## src/rtl/cart_loader.sv

```systemverilog
// cart_loader: packs 16-bit HPS download beats into 32-bit SDRAM write requests.
// Define CART_BYTEORDER_DETECT_EN to build .z64/.v64/.n64 header detection; otherwise words pass through in z64 order.
//
// state | meaning
// IDLE  | waiting for a download to start
// FILL  | collecting the halves of the current word
// ISSUE | write outstanding, HPS stalled until mem_ready
// DONE  | download finished, cart_loaded raised
module cart_loader #(
    parameter int CART_BASE = 1048576,
    parameter int ADDR_W    = 27
) (
    input  logic              clk1x_i,
    input  logic              reset_n_i,
    input  logic              dl_active_i,
    input  logic              dl_wr_i,
    input  logic [ADDR_W-1:0] dl_addr_i,
    input  logic [15:0]       dl_data_i,
    output logic              dl_wait_o,
    output logic              mem_req_o,
    output logic [ADDR_W-1:0] mem_addr_o,
    output logic [31:0]       mem_data_o,
    input  logic              mem_ready_i,
    output logic [1:0]        cart_fmt_o,
    output logic [ADDR_W-1:0] cart_size_o,
    output logic              cart_loaded_o,
    output logic              proto_err_o
);

    typedef enum logic [1:0] {S_IDLE, S_FILL, S_ISSUE, S_DONE} state_t;
    localparam int WA_W = ADDR_W - 2;

    state_t            state_q, state_d;
    logic              act_q;
    logic [15:0]       lo_q, lo_d;
    logic              lo_vld_q, lo_vld_d;
    logic [WA_W-1:0]   pend_wa_q, pend_wa_d;
    logic              held_vld_q, held_vld_d;
    logic [ADDR_W-2:0] held_addr_q, held_addr_d;
    logic [15:0]       held_data_q, held_data_d;
    logic              mem_req_q, mem_req_d;
    logic [ADDR_W-1:0] mem_addr_q, mem_addr_d;
    logic [31:0]       mem_data_q, mem_data_d;
    logic [ADDR_W-1:0] size_q, size_d;
    logic              loaded_q, loaded_d;
    logic              perr_q, perr_d;

    logic              act_rise;
    logic              dl_wait;
    logic              beat_vld;
    logic [ADDR_W-2:0] beat_addr;
    logic [15:0]       beat_data;
    logic              issue_go;
    logic [WA_W-1:0]   issue_wa;
    logic [31:0]       issue_word;
    logic [ADDR_W-1:0] issue_size;

    // Beats are always half-word aligned, so the byte-select bit carries no information.
    logic unused_addr_lsb;
    assign unused_addr_lsb = dl_addr_i[0];

`ifdef CART_BYTEORDER_DETECT_EN
    logic [1:0] fmt_q, fmt_d;
    logic       fmt_done_q, fmt_done_d;
    logic [1:0] issue_fmt;

    // Word argument is {b3, b2, b1, b0} in file order.
    function automatic logic [1:0] detect_fmt(input logic [31:0] w);
        case (w)
            32'h4012_3780: detect_fmt = 2'd0;
            32'h1240_8037: detect_fmt = 2'd1;
            32'h8037_1240: detect_fmt = 2'd2;
            default:       detect_fmt = 2'd3;
        endcase
    endfunction

    function automatic logic [31:0] swap_word(input logic [1:0] fmt, input logic [31:0] w);
        case (fmt)
            2'd1:    swap_word = {w[23:16], w[31:24], w[7:0], w[15:8]};
            2'd2:    swap_word = {w[7:0], w[15:8], w[23:16], w[31:24]};
            default: swap_word = w;
        endcase
    endfunction

    assign cart_fmt_o = fmt_q;
`else
    assign cart_fmt_o = 2'd0;
`endif

    assign act_rise = dl_active_i & ~act_q;
    // A held beat still needs a FILL cycle of its own, so the HPS stays stalled for it.
    assign dl_wait  = (state_q == S_ISSUE) | held_vld_q;

    always_comb begin
        state_d     = state_q;
        lo_d        = lo_q;
        lo_vld_d    = lo_vld_q;
        pend_wa_d   = pend_wa_q;
        held_vld_d  = held_vld_q;
        held_addr_d = held_addr_q;
        held_data_d = held_data_q;
        mem_req_d   = 1'b0;
        mem_addr_d  = mem_addr_q;
        mem_data_d  = mem_data_q;
        size_d      = size_q;
        loaded_d    = loaded_q;
        perr_d      = perr_q | (dl_wr_i & dl_wait);
        beat_vld    = 1'b0;
        beat_addr   = '0;
        beat_data   = '0;
        issue_go    = 1'b0;
        issue_wa    = '0;
        issue_word  = '0;
        issue_size  = '0;
`ifdef CART_BYTEORDER_DETECT_EN
        fmt_d      = fmt_q;
        fmt_done_d = fmt_done_q;
        issue_fmt  = fmt_q;
`endif

        case (state_q)
            S_IDLE: begin
                if (act_rise) begin
                    loaded_d   = 1'b0;
                    size_d     = '0;
                    perr_d     = 1'b0;
                    lo_vld_d   = 1'b0;
                    held_vld_d = 1'b0;
`ifdef CART_BYTEORDER_DETECT_EN
                    fmt_d      = 2'd0;
                    fmt_done_d = 1'b0;
`endif
                    state_d    = S_FILL;
                end
            end
            S_FILL: begin
                if (held_vld_q) begin
                    beat_vld   = 1'b1;
                    beat_addr  = held_addr_q;
                    beat_data  = held_data_q;
                    held_vld_d = 1'b0;
                end else if (!dl_active_i) begin
                    if (lo_vld_q) begin
                        issue_go   = 1'b1;
                        issue_wa   = pend_wa_q;
                        issue_word = {16'h0000, lo_q};
                    end else begin
                        state_d  = S_DONE;
                        loaded_d = 1'b1;
                    end
                end else if (dl_wr_i) begin
                    beat_vld  = 1'b1;
                    beat_addr = dl_addr_i[ADDR_W-1:1];
                    beat_data = dl_data_i;
                end

                if (beat_vld) begin
                    if (lo_vld_q && (beat_addr[ADDR_W-2:1] != pend_wa_q)) begin
                        issue_go    = 1'b1;
                        issue_wa    = pend_wa_q;
                        issue_word  = {16'h0000, lo_q};
                        held_vld_d  = 1'b1;
                        held_addr_d = beat_addr;
                        held_data_d = beat_data;
                    end else if (!beat_addr[0]) begin
                        lo_d      = beat_data;
                        lo_vld_d  = 1'b1;
                        pend_wa_d = beat_addr[ADDR_W-2:1];
                    end else begin
                        issue_go   = 1'b1;
                        issue_wa   = beat_addr[ADDR_W-2:1];
                        issue_word = {beat_data, (lo_vld_q ? lo_q : 16'h0000)};
                    end
                end
            end
            S_ISSUE: begin
                if (mem_ready_i) begin
                    if (dl_active_i || held_vld_q) begin
                        state_d = S_FILL;
                    end else begin
                        state_d  = S_DONE;
                        loaded_d = 1'b1;
                    end
                end
            end
            S_DONE:  state_d = S_IDLE;
            default: state_d = S_IDLE;
        endcase

        if (issue_go) begin
            state_d    = S_ISSUE;
            mem_req_d  = 1'b1;
            lo_vld_d   = 1'b0;
            mem_addr_d = ADDR_W'(CART_BASE) + {issue_wa, 2'b00};
            issue_size = {issue_wa, 2'b00} + ADDR_W'(4);
            if (issue_size > size_q) begin
                size_d = issue_size;
            end
`ifdef CART_BYTEORDER_DETECT_EN
            if (!fmt_done_q && (issue_wa == '0)) begin
                issue_fmt  = detect_fmt(issue_word);
                fmt_d      = issue_fmt;
                fmt_done_d = 1'b1;
            end
            mem_data_d = swap_word(issue_fmt, issue_word);
`else
            mem_data_d = issue_word;
`endif
        end
    end

    always_ff @(posedge clk1x_i) begin
        if (!reset_n_i) begin
            state_q     <= S_IDLE;
            act_q       <= 1'b0;
            lo_q        <= '0;
            lo_vld_q    <= 1'b0;
            pend_wa_q   <= '0;
            held_vld_q  <= 1'b0;
            held_addr_q <= '0;
            held_data_q <= '0;
            mem_req_q   <= 1'b0;
            mem_addr_q  <= '0;
            mem_data_q  <= '0;
            size_q      <= '0;
            loaded_q    <= 1'b0;
            perr_q      <= 1'b0;
`ifdef CART_BYTEORDER_DETECT_EN
            fmt_q       <= 2'd0;
            fmt_done_q  <= 1'b0;
`endif
        end else begin
            state_q     <= state_d;
            act_q       <= dl_active_i;
            lo_q        <= lo_d;
            lo_vld_q    <= lo_vld_d;
            pend_wa_q   <= pend_wa_d;
            held_vld_q  <= held_vld_d;
            held_addr_q <= held_addr_d;
            held_data_q <= held_data_d;
            mem_req_q   <= mem_req_d;
            mem_addr_q  <= mem_addr_d;
            mem_data_q  <= mem_data_d;
            size_q      <= size_d;
            loaded_q    <= loaded_d;
            perr_q      <= perr_d;
`ifdef CART_BYTEORDER_DETECT_EN
            fmt_q       <= fmt_d;
            fmt_done_q  <= fmt_done_d;
`endif
        end
    end

    assign dl_wait_o     = dl_wait;
    assign mem_req_o     = mem_req_q;
    assign mem_addr_o    = mem_addr_q;
    assign mem_data_o    = mem_data_q;
    assign cart_size_o   = size_q;
    assign cart_loaded_o = loaded_q;
    assign proto_err_o   = perr_q;

endmodule

```

## config.mk

```make
export PLATFORM = sky130hd
export DESIGN_NAME = cart_loader
export DESIGN_NICKNAME = d
export VERILOG_FILES = /design/src/rtl/cart_loader.sv
export SDC_FILE = /design/constraint.sdc
export NUM_CORES = 1
export LEC_CHECK = 0
export CAP_MARGIN = 20
export CELL_PAD_IN_SITES_DETAIL_PLACEMENT = 1
export CELL_PAD_IN_SITES_GLOBAL_PLACEMENT = 2
export CORE_MARGIN = 4
export CORE_UTILIZATION = 41
export CTS_BUF_LIST = sky130_fd_sc_hd__clkbuf_16
export CTS_CLUSTER_DIAMETER = 150
export DETAILED_ROUTE_END_ITERATION = 10
export DONT_BUFFER_PORTS = 1
export PLACE_DENSITY_LB_ADDON = 0.1
export SYNTH_ARGS = -nofsm -noshare
export SYNTH_HDL_FRONTEND = slang
export SYNTH_SLANG_ARGS = --single-unit
```

## constraint.sdc

```tcl
create_clock -name clk1x_i -period 12.7 [get_ports clk1x_i]
set_clock_uncertainty 0.1 [all_clocks]
set_input_delay 1.27 -clock clk1x_i [delete_from_list [all_inputs] [get_ports clk1x_i]]
set_output_delay 1.27 -clock clk1x_i [all_outputs]
set_load 0.005 [all_outputs]
```

==> run metrics, run 1 <==
Avg WL per Cell 22.0 um; Initial Util 0.422; Synth area leaders dfxtp_1 (38%), nor2_1 (6.4%), mux2i_1 (5.9%), a21oi_1 (5.9%), ha_1 (4.3%); Max Buffers Root-to-Sink 2; most frequent cells in the layout dfxtp_1 (174), nor2_1 (156), a21oi_1 (107), nand2_1 (99), o21ai_0 (57); leading cell type in the layout, fill and taps excluded dfxtp_1; Synth Cell Area 0.00932 mm2; Max Fclk 119 MHz; gpl congestion 0.886; final setup violation count 0; I/O Pins between 100 and 150; pin count of the biggest net entering global routing 80; r2r endpoint cart_size_o[21]$_SDFF_PN0_; Hold Crit Endpoint mem_data_o[9]$_SDFFE_PN0P_; DIE WIDTH 159 um; HP Start lo_q[9]$_SDFFE_PN0P_; final cell count without fillers roughly 1400; setup TNS 0 ns; R2R depth 25; # hold bufs at CTS 0; Worst-Skew Late Latency 0.44 ns; die area ~0.025 mm2; worst reg2reg startpoint held_vld_q$_SDFFE_PN0P_; Placed Cells between 1000 and 1500; clock group share of total power 0.432; final hold slack 0.369 ns; CP arrival roughly 8.7 ns; std cell rows 54; All-Layer GR Usage 0.242; layout cells sized above 1 0.0700; outcome finished clean; # DRC 0; final hold violation count 0; Tightest Hold Check Type reg -> reg; asr flop ratio synth 0; Tcrit/Tclk final 0.663; commonest register cell after synthesis dfxtp_1; vias per cell just under 6; final antenna-violating net count 0; diode count 0; Worst EP required 12.98 ns; Lkg Pwr 3.52 nW; CP Max Fanout 52; area share of the largest cell type after synthesis 0.376; Hold Crit Depth 1; max-cap violations 0; Final Critical Period 8.42 ns; Sw Pwr 372 uW; number of synthesized flops with an enable pin 0; Yosys warning total 0; cell type with the highest aggregate area in the netlist dfxtp_1; Post-DP HPWL 22300 um; Reg power frac 0.464; post-synth cell types 75; Area Overhead vs Synth 8.81%; worst slew pin tran between 1 and 1.5 ns; CTS tree yes; Max VDD drop just under 0.08 mV; Worst setup SP type flip-flop; Final Cell Area about 0.010 mm2; first-pass GRT wire length 48800 um; Avg Cell Area, Syn 8.11 um2; Post-CTS Setup Bufs 0; Overflow after GRT 0; RSZ-0062 raised after global routing no; CTS clock-pin slew for the worst setup and hold paths 0.08 ns; Gate power share 0.104; DP Area 0.00953 mm2; crit path kind reg -> reg; Sw Share 0.300; TritonRoute pass-1 iters 4; floorplan core area 0.0221 mm2; Synth Instances 1148; vias after detailed routing 8281; clock sinks around 180; antenna violations before repair 0; Filler Cell Count 2672; reg-to-reg slack, setup between 4 and 5 ns; vias in the first global route roughly 8200; Worst Setup End Kind flip-flop; crit path launch held_vld_q$_SDFFE_PN0P_; H-Tree Depth 4; synthesized flop and latch total 175; TritonCTS Buffers 17; Root Driver clkbuf_16; nets 1196; Core Util, Final 0.459; DRT Wirelength between 30000 and 40000 um; I/O Buffers 0; post-synthesis sequential area ratio 0.376; drt initial violations ~480; Chip Height 159 um; pins over their slew limit 0; Max transition margin 0.283; internal power 868 uW; pwr dens 122 mW/mm2; post-CTS sizing 0
[how the worst max path moves through the flow]
stage                                            end  depth (start not counted)
after CTS                 cart_size_o[21]$_SDFF_PN0_                         25
after detailed placement  cart_size_o[21]$_SDFF_PN0_                         25
final                     cart_size_o[21]$_SDFF_PN0_                         25
after global routing      cart_size_o[20]$_SDFF_PN0_                         25
after floorplan           cart_size_o[10]$_SDFF_PN0_                         24
after global placement    cart_size_o[26]$_SDFF_PN0_                         25
[metrics by stage]
| step | power, mW | setup slack (ns) |
|---|---|---|
| CTS | 1.25 | 4.04 |
| finish | 1.24 | 4.28 |
| global route | 1.29 | 3.57 |
| floorplan | 0.679 | 5.81 |
| detailed placement | 0.715 | 4.15 |
| global placement | 0.712 | 4.31 |
[kinds of logic (layout without fill, tap and decap cells)]
group	count (synthesis)	after routing	share of synthesized area
and+or+nand+nor	433	433	0.231
xor gates and xnor gates	26	26	0.0244
adders and majority gates	32	32	0.0430
DFF	175	175	0.376
AOI/OAI and AO/OA	302	302	0.209
buffers and inverters	120	98	0.0522
other	1	4	0.000403
muxes	59	59	0.0639
[sequential cells by signal, indices dropped and copies added (netlist names), 2 cells and up]
| signal | flops |
|---|---|
| mem_data_o | 32 |
| cart_size_o | 27 |
| held_addr_q | 26 |
| mem_addr_o | 25 |
| pend_wa_q | 25 |
| held_data_q | 16 |
| lo_q | 16 |
| state_q | 2 |
[power by group through the flow]
| stage | logic, mW | clock network, mW | registers [mW] |
|---|---|---|---|
| after floorplan | 0.0981 | 0 | 0.581 |
| after global placement | 0.125 | 0 | 0.587 |
| after detailed placement | 0.127 | 0 | 0.588 |
| after global routing | 0.143 | 0.572 | 0.577 |
| after CTS | 0.129 | 0.550 | 0.575 |
| final | 0.129 | 0.535 | 0.576 |
[critical path: stages, from the launching register on]
cell and delay (ns):
dfxtp_4 0.72, buf_4 0.58, nand2_1 0.17, and3_1 0.21, or4_1 0.59, nor4_2 0.44
nand4_1 0.63, o21ai_0 0.79, inv_1 0.19, ha_1 0.28, nand2_1 0.18, nand4bb_1 0.40
nor3b_1 0.12, xor2_1 0.26, ha_1 0.29, a21oi_1 0.15, nor2b_1 0.06, o21ai_0 0.16
nand2b_1 0.07, a21oi_1 0.13, o21ai_0 0.11, a21oi_1 0.14, a31oi_1 0.07, and2_1 0.32
nor2_1 0.87, a22o_1 0.27
[synthesized netlist by cell type (3+ instances only)]
library cell / number
a211oi_1: 41
a21boi_0: 4
a21o_1: 8
a21oi_1: 109
a22o_1: 29
a22oi_1: 7
a2bb2oi_1: 4
a31oi_1: 3
and2_1: 6
and3_1: 20
and3b_1: 3
buf_1: 6
buf_2: 8
buf_4: 7
clkbuf_1: 50
dfxtp_1: 175
ha_1: 32
inv_1: 48
mux2_2: 4
mux2i_1: 55
nand2_1: 99
nand2b_1: 6
nand3_1: 22
nand3b_1: 3
nand4_1: 9
nand4b_1: 21
nor2_1: 159
nor2b_1: 5
nor3_1: 39
nor3b_1: 6
nor4_1: 6
nor4b_1: 5
o21a_1: 5
o21ai_0: 57
o21ai_1: 3
o221ai_1: 3
o22ai_1: 7
or2_2: 4
xnor2_1: 19
xor2_1: 7
[area by class of cell]
| class | count | area (um2) | share of cell area |
|---|---|---|---|
| clock buffer | 17 | 425 | 0.0420 |
| clock inverter | 15 | 178 | 0.0175 |
| inverter | 49 | 186 | 0.0184 |
| multi-input combinational | 856 | 5360 | 0.529 |
| sequential | 175 | 3510 | 0.346 |
| tap | 280 | 350 | 0.0346 |
| timing repair buffer | 17 | 128 | 0.0126 |
[per-layer routing]
| metal | part of all wire | wire length, um | vias up | track usage |
|---|---|---|---|---|
| li1 | - | - | 4027 | - |
| met1 | 0.50 | 15400 | 4029 | 0.347 |
| met2 | 0.42 | 13000 | 195 | 0.361 |
| met3 | 0.068 | 2120 | 30 | 0.0648 |
| met4 | 0.016 | 509 | 0 | 0.0655 |
| met5 | 0 | 0 | - | 0 |
(Power assumes the default switching activity.)
==> inputs of run 2 (changes only) <==
- CORE_UTILIZATION: 41 -> 34
- clock period: 12.7 -> 7.63 ns (I/O delays scaled with it)
==> run 2 against run 1 <==
Against the previous run:
- first-iteration DRC count decreased by 8.4%
- sequential power increased by 66%
- register-to-register slack got worse by 3.5 ns
- power increased by 70%
- critical endpoint is now cart_size_o[12]$_SDFF_PN0_
==> run metrics, run 2 (synthesis gave the netlist of run 1 again) <==
std cell rows 60 (was 54); Initial Util 0.346 (was 0.422); Area Overhead vs Synth 12.0% (was 8.81%); pins over their slew limit 0 (unchanged); crit path kind reg -> reg (unchanged); # DRC 0 (unchanged); Lkg Pwr 3.66 nW (was 3.52 nW); Tightest Hold Check Type in -> reg (was reg -> reg); Tcrit/Tclk final 0.893 (was 0.663); RSZ-0062 raised after global routing no (unchanged); vias in the first global route 8021 (was 8208); Post-CTS Setup Bufs 0 (unchanged); most frequent cells in the layout dfxtp_1 (174), nor2_1 (156), a21oi_1 (107), nand2_1 (99), o21ai_0 (57) (unchanged); I/O Pins 140 (unchanged); Max VDD drop 0.110 mV (was 0.0795 mV); DRT Wirelength 32400 um (was 31000 um); CP arrival 7.06 ns (was 8.71 ns); clock sinks 175 (unchanged); H-Tree Depth 4 (unchanged); final hold slack 0.357 ns (was 0.369 ns); Setup WS post-layout 0.813 ns (was 4.28 ns); vias per cell 5.54 (was 5.88); Worst-Skew Late Latency 0.44 ns (about the same); Worst setup SP type flip-flop (unchanged); pwr dens 202 mW/mm2 (was 122 mW/mm2); Root Driver clkbuf_16 (unchanged); setup TNS 0 ns (unchanged); gpl congestion 0.819 (was 0.886); All-Layer GR Usage 0.210 (was 0.242); Worst Setup End Kind flip-flop (unchanged); Final Cell Area 0.0104 mm2 (was 0.0101 mm2); CTS tree yes (unchanged); Worst EP required 7.87 ns (was 12.98 ns); leading cell type in the layout, fill and taps excluded dfxtp_1 (unchanged); DIE WIDTH 174 um (was 159 um); # hold bufs at CTS 0 (unchanged); Post-Place Worst Slack 0.784 ns (was 4.15 ns); Avg WL per Cell 21.7 um (was 22.0 um); Core Util, Final 0.387 (was 0.459); TritonRoute pass-1 iters 5 (was 4); Chip Height 174 um (was 159 um); nets 1221 (was 1196); TritonCTS Buffers 17 (unchanged); layout cells sized above 1 0.0902 (was 0.0700); Post-DP HPWL 24000 um (was 22300 um); DP Area 0.00979 mm2 (was 0.00953 mm2); outcome finished clean (unchanged); max reg flops 32 (unchanged); Max Fclk 147 MHz (was 119 MHz); vias after detailed routing 8278 (was 8281); Max transition margin 0.326 (was 0.283); CP Max Fanout 39 (was 52); final setup violation count 0 (unchanged); floorplan core area 0.0270 mm2 (was 0.0221 mm2); final hold violation count 0 (unchanged); final antenna-violating net count 0 (unchanged); antenna violations before repair 0 (unchanged); worst slew pin tran 1.01 ns (was 1.07 ns); drt initial violations 437 (was 477); diode count 0 (unchanged); reg-to-reg slack, setup 0.81 ns (was 4.28 ns); pin count of the biggest net entering global routing 69 (was 80); Final Critical Period 6.82 ns (was 8.42 ns); I/O Buffers 0 (unchanged); CTS clock-pin slew for the worst setup and hold paths 0.07 ns (was 0.08 ns); Overflow after GRT 0 (unchanged); die area 0.0301 mm2 (was 0.0252 mm2); Max Buffers Root-to-Sink 2 (unchanged); post-CTS sizing 0 (unchanged); max-cap violations 0 (unchanged); first-pass GRT wire length 49700 um (was 48800 um)
## run 2: layer usage
metal  vias to the layer above  global-route usage  routed length (um)
li1                       4077                   -                   -
met1                      4030               0.311               16600
met2                       155               0.311               13800
met3                        16              0.0523                1750
met4                         0              0.0416                 255
met5                         -                   0                   0
## run 2: where the power goes
group / switching, mW / internal, mW
Combinational: 0.147 / 0.0753
Sequential: 0.0259 / 0.931
Clock: 0.452 / 0.474
## run 2: layout make-up
type / instances / area (um2)
clock buffers: 17 / 425
clock inverters: 14 / 189
fillers: 3237 / 16500
inverters: 49 / 186
multi-input cells: 856 / 5370
flip-flops and latches: 175 / 3510
well taps: 341 / 427
repair buffers: 42 / 335
## run 2: worst paths after layout
| path | endpoint | cells past startpoint | startpoint |
|---|---|---|---|
| worst max-delay path | cart_size_o[12]$_SDFF_PN0_ | 24 | held_vld_q$_SDFFE_PN0P_ |
| worst max register to register | cart_size_o[12]$_SDFF_PN0_ | 24 | held_vld_q$_SDFFE_PN0P_ |
| worst min register to register | mem_addr_o[22]$_SDFFE_PN0P_ | 2 | mem_addr_o[22]$_SDFFE_PN0P_ |
| worst min-delay path | mem_addr_o[3]$_SDFFE_PN0P_ | 1 | reset_n_i |
## run 2: critical path: stages (launching register included)
cell       delay, ns
dfxtp_4         0.63
buf_4           0.45
nand2_1         0.15
and3_1          0.20
nor4b_1         0.48
nand4_1         0.34
o41ai_4         0.64
buf_4           0.23
nand2_1         0.10
a21oi_2         0.22
nand4bb_1       0.35
buf_4           0.28
o31a_1          0.24
or2_1           0.23
ha_1            0.30
nand4_1         0.14
nor2_1          0.16
o21ai_0         0.10
o221ai_1        0.18
a21oi_1         0.09
a31oi_1         0.24
and2_1          0.19
buf_4           0.19
nand2_1         0.19
a221oi_1        0.29
## run 2: through the flow
| stage | cells | power [mW] |
|---|---|---|
| finish | 1494 | 2.11 |
| global route | 1494 | 2.20 |
| CTS | 1493 | 2.14 |
| detailed placement | 1462 | 1.20 |
| global placement | 1461 | 1.20 |
| floorplan | 1151 | 1.13 |
